--- config.mk ---
export PLATFORM = sky130hd
export DESIGN_NAME = byte_serializer
export DESIGN_NICKNAME = d
export VERILOG_FILES = /design/src/rtl/byte_serializer.sv
export SDC_FILE = /design/constraint.sdc
export NUM_CORES = 1
export LEC_CHECK = 0
export BUFFER_PORTS_ARGS = -buffer_cell sky130_fd_sc_hd__buf_2
export CORE_MARGIN = 2
export CORE_UTILIZATION = 40
export CTS_CLUSTER_DIAMETER = 60
export DETAILED_ROUTE_END_ITERATION = 8
export PLACE_DENSITY = 0.62
export SYNTH_ARGS = -nofsm -noshare
export SYNTH_HDL_FRONTEND = slang
export SYNTH_SLANG_ARGS = --single-unit
--- constraint.sdc ---
create_clock -name clk -period 1.7 [get_ports clk]
set_input_delay 0.085 -clock clk [delete_from_list [all_inputs] [get_ports clk]]
set_output_delay 0.085 -clock clk [all_outputs]
set_load 0.02 [all_outputs]
--- src/rtl/byte_serializer.sv ---
// Parallel-to-serial front end: accepts a WIDTH-bit word, walks a bit select over it
// and emits one framed bit per downstream handshake, with a one-word prefetch buffer.
module byte_serializer #(
    parameter int unsigned WIDTH     = 8,
    parameter bit          MSB_FIRST = 1'b0
) (
    input  logic                     clk,
    input  logic                     rst_n,
    input  logic [WIDTH-1:0]         in_data,
    input  logic                     in_valid,
    output logic                     in_ready,
    output logic [WIDTH-1:0]         word,
    output logic [$clog2(WIDTH)-1:0] sel,
    output logic                     bit_out,
    output logic                     bit_valid,
    input  logic                     bit_ready,
    output logic                     bit_first,
    output logic                     bit_last,
    output logic                     busy
);

    localparam int unsigned SEL_W = $clog2(WIDTH);

    localparam logic [0:0] IDLE  = 1'b0;
    localparam logic [0:0] SHIFT = 1'b1;

    logic [0:0]       state, state_n;
    logic [SEL_W-1:0] idx, idx_n;
    logic [WIDTH-1:0] word_n;
    logic [WIDTH-1:0] pend, pend_n;
    logic             pend_full, pend_full_n;

    logic accept;
    logic hshake;
    logic last_hs;
    logic at_last;

    assign in_ready  = rst_n & ~pend_full;
    assign bit_valid = (state == SHIFT);
    assign at_last   = (idx == SEL_W'(WIDTH - 1));
    assign sel       = MSB_FIRST ? (SEL_W'(WIDTH - 1) - idx) : idx;
    assign bit_out   = word[sel];
    assign bit_first = bit_valid & (idx == SEL_W'(0));
    assign bit_last  = bit_valid & at_last;
    assign busy      = (state == SHIFT) | pend_full;

    assign accept  = in_valid & in_ready;
    assign hshake  = bit_valid & bit_ready;
    assign last_hs = hshake & at_last;

    // State and datapath registers with synchronous active-low reset
    always_ff @(posedge clk) begin
        if (!rst_n) begin
            state     <= IDLE;
            idx       <= '0;
            word      <= '0;
            pend      <= '0;
            pend_full <= 1'b0;
        end else begin
            state     <= state_n;
            idx       <= idx_n;
            word      <= word_n;
            pend      <= pend_n;
            pend_full <= pend_full_n;
        end
    end

    // Next-state: reload order is prefetch buffer, then a word arriving on the last bit
    always_comb begin
        state_n     = state;
        idx_n       = idx;
        word_n      = word;
        pend_n      = pend;
        pend_full_n = pend_full;

        case (state)
            IDLE: begin
                if (accept) begin
                    word_n  = in_data;
                    idx_n   = '0;
                    state_n = SHIFT;
                end
            end
            SHIFT: begin
                if (last_hs) begin
                    idx_n = '0;
                    if (pend_full) begin
                        word_n      = pend;
                        pend_full_n = 1'b0;
                    end else if (accept) begin
                        word_n = in_data;
                    end else begin
                        state_n = IDLE;
                    end
                end else begin
                    if (hshake) begin
                        idx_n = idx + SEL_W'(1);
                    end
                    if (accept) begin
                        pend_n      = in_data;
                        pend_full_n = 1'b1;
                    end
                end
            end
            default: begin
                state_n = IDLE;
            end
        endcase
    end

endmodule

==> results_dict.tcl <==
set metrics [dict create \
    drc_errors 0 \
    grtUsageTotal_pct 16.46 \
    n_fill_cell 275 \
    fin_util_pct 51.37 \
    areaGrowthSynthToFinish_pct 21.10 \
    violations "setup timing" \
    drive_gt1_share_pct 42.68 \
    path_max_fanout 3 \
    cts_buffers 3 \
    grt_first_pass_wirelength_um 4353 \
    wl_per_cell_um 13.17 \
    path_common_cell "buf_6" \
    layout_common_cells "buf_2, dfxtp_1, o21ai_0" \
    worst_ep_arrival_time_ps 1650 \
    hold_path.class "in -> reg" \
    die_h_um 58.31 \
    gr-usage-met1_pct 22.15 \
    antenna_cells 0 \
    status "finished, violations left" \
    cp.buffers_inverters 2 \
    dpl_worst_slack_ps 172.9 \
    grt_max_degree 14 \
    synth_cells 124 \
    rows 19 \
    synth_seq_cells 21 \
    hold_ws_ps 19.06 \
    fin_skew_ps 5.621 \
    cts.reportedPaths.clkPinSlew_ps 110 \
    fp.dieW_um 58.31 \
    hold_viol 0 \
    timing.final.crit_period_ps 1737 \
    io_pins 29 \
    syn_nets 139 \
    dieArea_um2 3400 \
    ys_seq_area_share_pct 35.63 \
    power_per_cell_area_nw_per_um2 724.6 \
    antenna_found_initial 0 \
    nets 173 \
    start_util_pct 42.42 \
    dp_hpwl_um 1972 \
    instances_no_fill 188 \
    htreeDepth 1 \
    clk_latency_ps 300 \
    critPathKind "reg -> out" \
    vdd_drop_max_mv 0.5909 \
    drt_wl_total_um 2476 \
    dp_cells 183 \
    place_area_um2 1375 \
    r2r-start "sel[0]" \
    cp-end-kind "output port" \
    io_buffers 28 \
    use_met2_pct 26.48 \
    cp_cell_sequence "buf_6 -> mux4_2 -> mux2_4 -> buf_6" \
    top_usage_layer "met2" \
    vias_per_cell 5.266 \
    clockBufferDepth 2 \
    cts.sinks 21 \
    tritoncts "built" \
    syn-cell-area_um2 1180 \
    worst_slew_pin_slew_ps 466.8 \
    drtIter0Drc 23 \
    grt_overflow 0 \
    cap_violations 0 \
    gr-usage-met3_pct 2.857 \
    num_vias 990 \
    avgSynthCellArea_um2 9.515 \
    place.gp.congestion 0.7649 \
    final_area_um2 1429 \
    cts-root-buf "clkbuf_4" \
    hp-start "in_data[5]" \
    fmax_mhz 575.8 \
    dr.pass1.iters 4 \
    ys_types 28 \
    core_area_um2 2781 \
    slowest_stage "mux4_2" \
    ant_nets 0 \
    setup_viol_count_final 1 \
    crit_required_ps 1620 \
    worstSetupStartpoint "sel[0]" \
    grt_pass1_vias 945 \
    yosys_warnings 0 \
    setup_ws_ps -36.61 \
    maxSlewHeadroom_pct 68.84 \
    cp_top_family "multiplexers" \
    cp_slowest_stage_delay_ps 480 \
    fin_crit_sh_pct 102.2 \
    final_common_cell "buf_2" \
    startpoint_type "register" \
    rsz0062_at_grt "true" \
    leakage_nw 0.6174 \
    drv_slew 0 \
]
==> where the power goes <==
part / total [W] / internal (W) / switching (W)
registers: 0.000547 / 0.000522 / 0.0000248
logic: 0.000251 / 0.000111 / 0.000140
clock network: 0.000237 / 0.0000914 / 0.000146
total: 0.00104 / 0.000724 / 0.000311
==> flip-flops by register name (all words and copies together) (netlist names) <==
signal and cells:
bit_valid 1, pend 8, pend_full 1, sel 3, word 8
==> cell usage after synthesis, drive strengths merged <==
cell type | number | share of area, %
a21boi | 1 | 1.6
a21o | 1 | 1.3
a21oi | 2 | 0.85
a221oi | 8 | 10
a22o | 2 | 1.5
a311oi | 1 | 0.74
and2 | 10 | 5.3
and3b | 1 | 0.74
and4b | 1 | 0.85
buf | 6 | 3.8
clkbuf | 1 | 0.32
dfxtp | 21 | 36
ha | 3 | 3.2
inv | 11 | 3.5
mux2 | 2 | 1.9
mux4 | 2 | 3.8
nand2 | 12 | 4.0
nand2b | 1 | 0.53
nand3 | 8 | 3.4
nand3b | 1 | 1.7
nor2 | 2 | 0.64
o211a | 1 | 0.85
o21ai | 25 | 13
or2 | 1 | 0.53
==> final timing paths <==
| kind | slack (ps) | depth (start not counted) | endpoint |
|---|---|---|---|
| setup / recovery | -40 | 4 | bit_out |
| setup reg to reg | 130 | 7 | pend[3] |
| hold reg to reg | 460 | 2 | pend[4] |
| hold / removal | 20 | 3 | pend[5] |
==> per-stage QoR <==
stage	setup TNS [ps]	total power, W
after global placement	0	0.0007990
after CTS	-59.00	0.001050
after global routing	-93.15	0.001094
final	-36.61	0.001035
after detailed placement	0	0.0008039
after floorplan	0	0.0007244
==> what timing repair did <==
action / in CTS / in global routing
hold buffers: 0 / 0
endpoints found under the setup margin: 1 / 17
resized for setup: 5 / 2
buffers inserted: 1 / 0
pin swaps: 0 / 0
endpoints found under the hold margin: 0 / 0
==> worst reg2reg max path, cell delays in order (launching register included) <==
cell and delay (ps):
dfxtp_2 340, buf_4 130, ha_1 200, ha_2 220, a21boi_4 190, and2_1 190, buf_12 140, o21ai_2 60
==> final cells by class <==
cell class	instances	area (um^2)	area share [%]
multi-input combinational	85	678.2	47.46
sequential	21	421.7	29.51
timing repair buffer	36	222.7	15.59
inverter	11	41.29	2.890
tap	31	38.79	2.715
clock buffer	4	26.28	1.839
==> routing by layer <==
metal | wire length (um) | part of all wire (%)
met5 | 0 | 0
met4 | 41 | 1.7
met3 | 122 | 4.9
met2 | 1090 | 44
met1 | 1222 | 49
==> logic make-up after synthesis <==
family	after synthesis	synth area share (%)
AO/OA/AOI/OAI	41	30.12
AND/OR/NAND/NOR	37	17.71
flip-flops	21	35.63
buffers and inverters	18	7.635
multiplexers	4	5.726
adder cells (fa/ha/maj)	3	3.182
No activity file was read; power rests on OpenSTA's default activity.
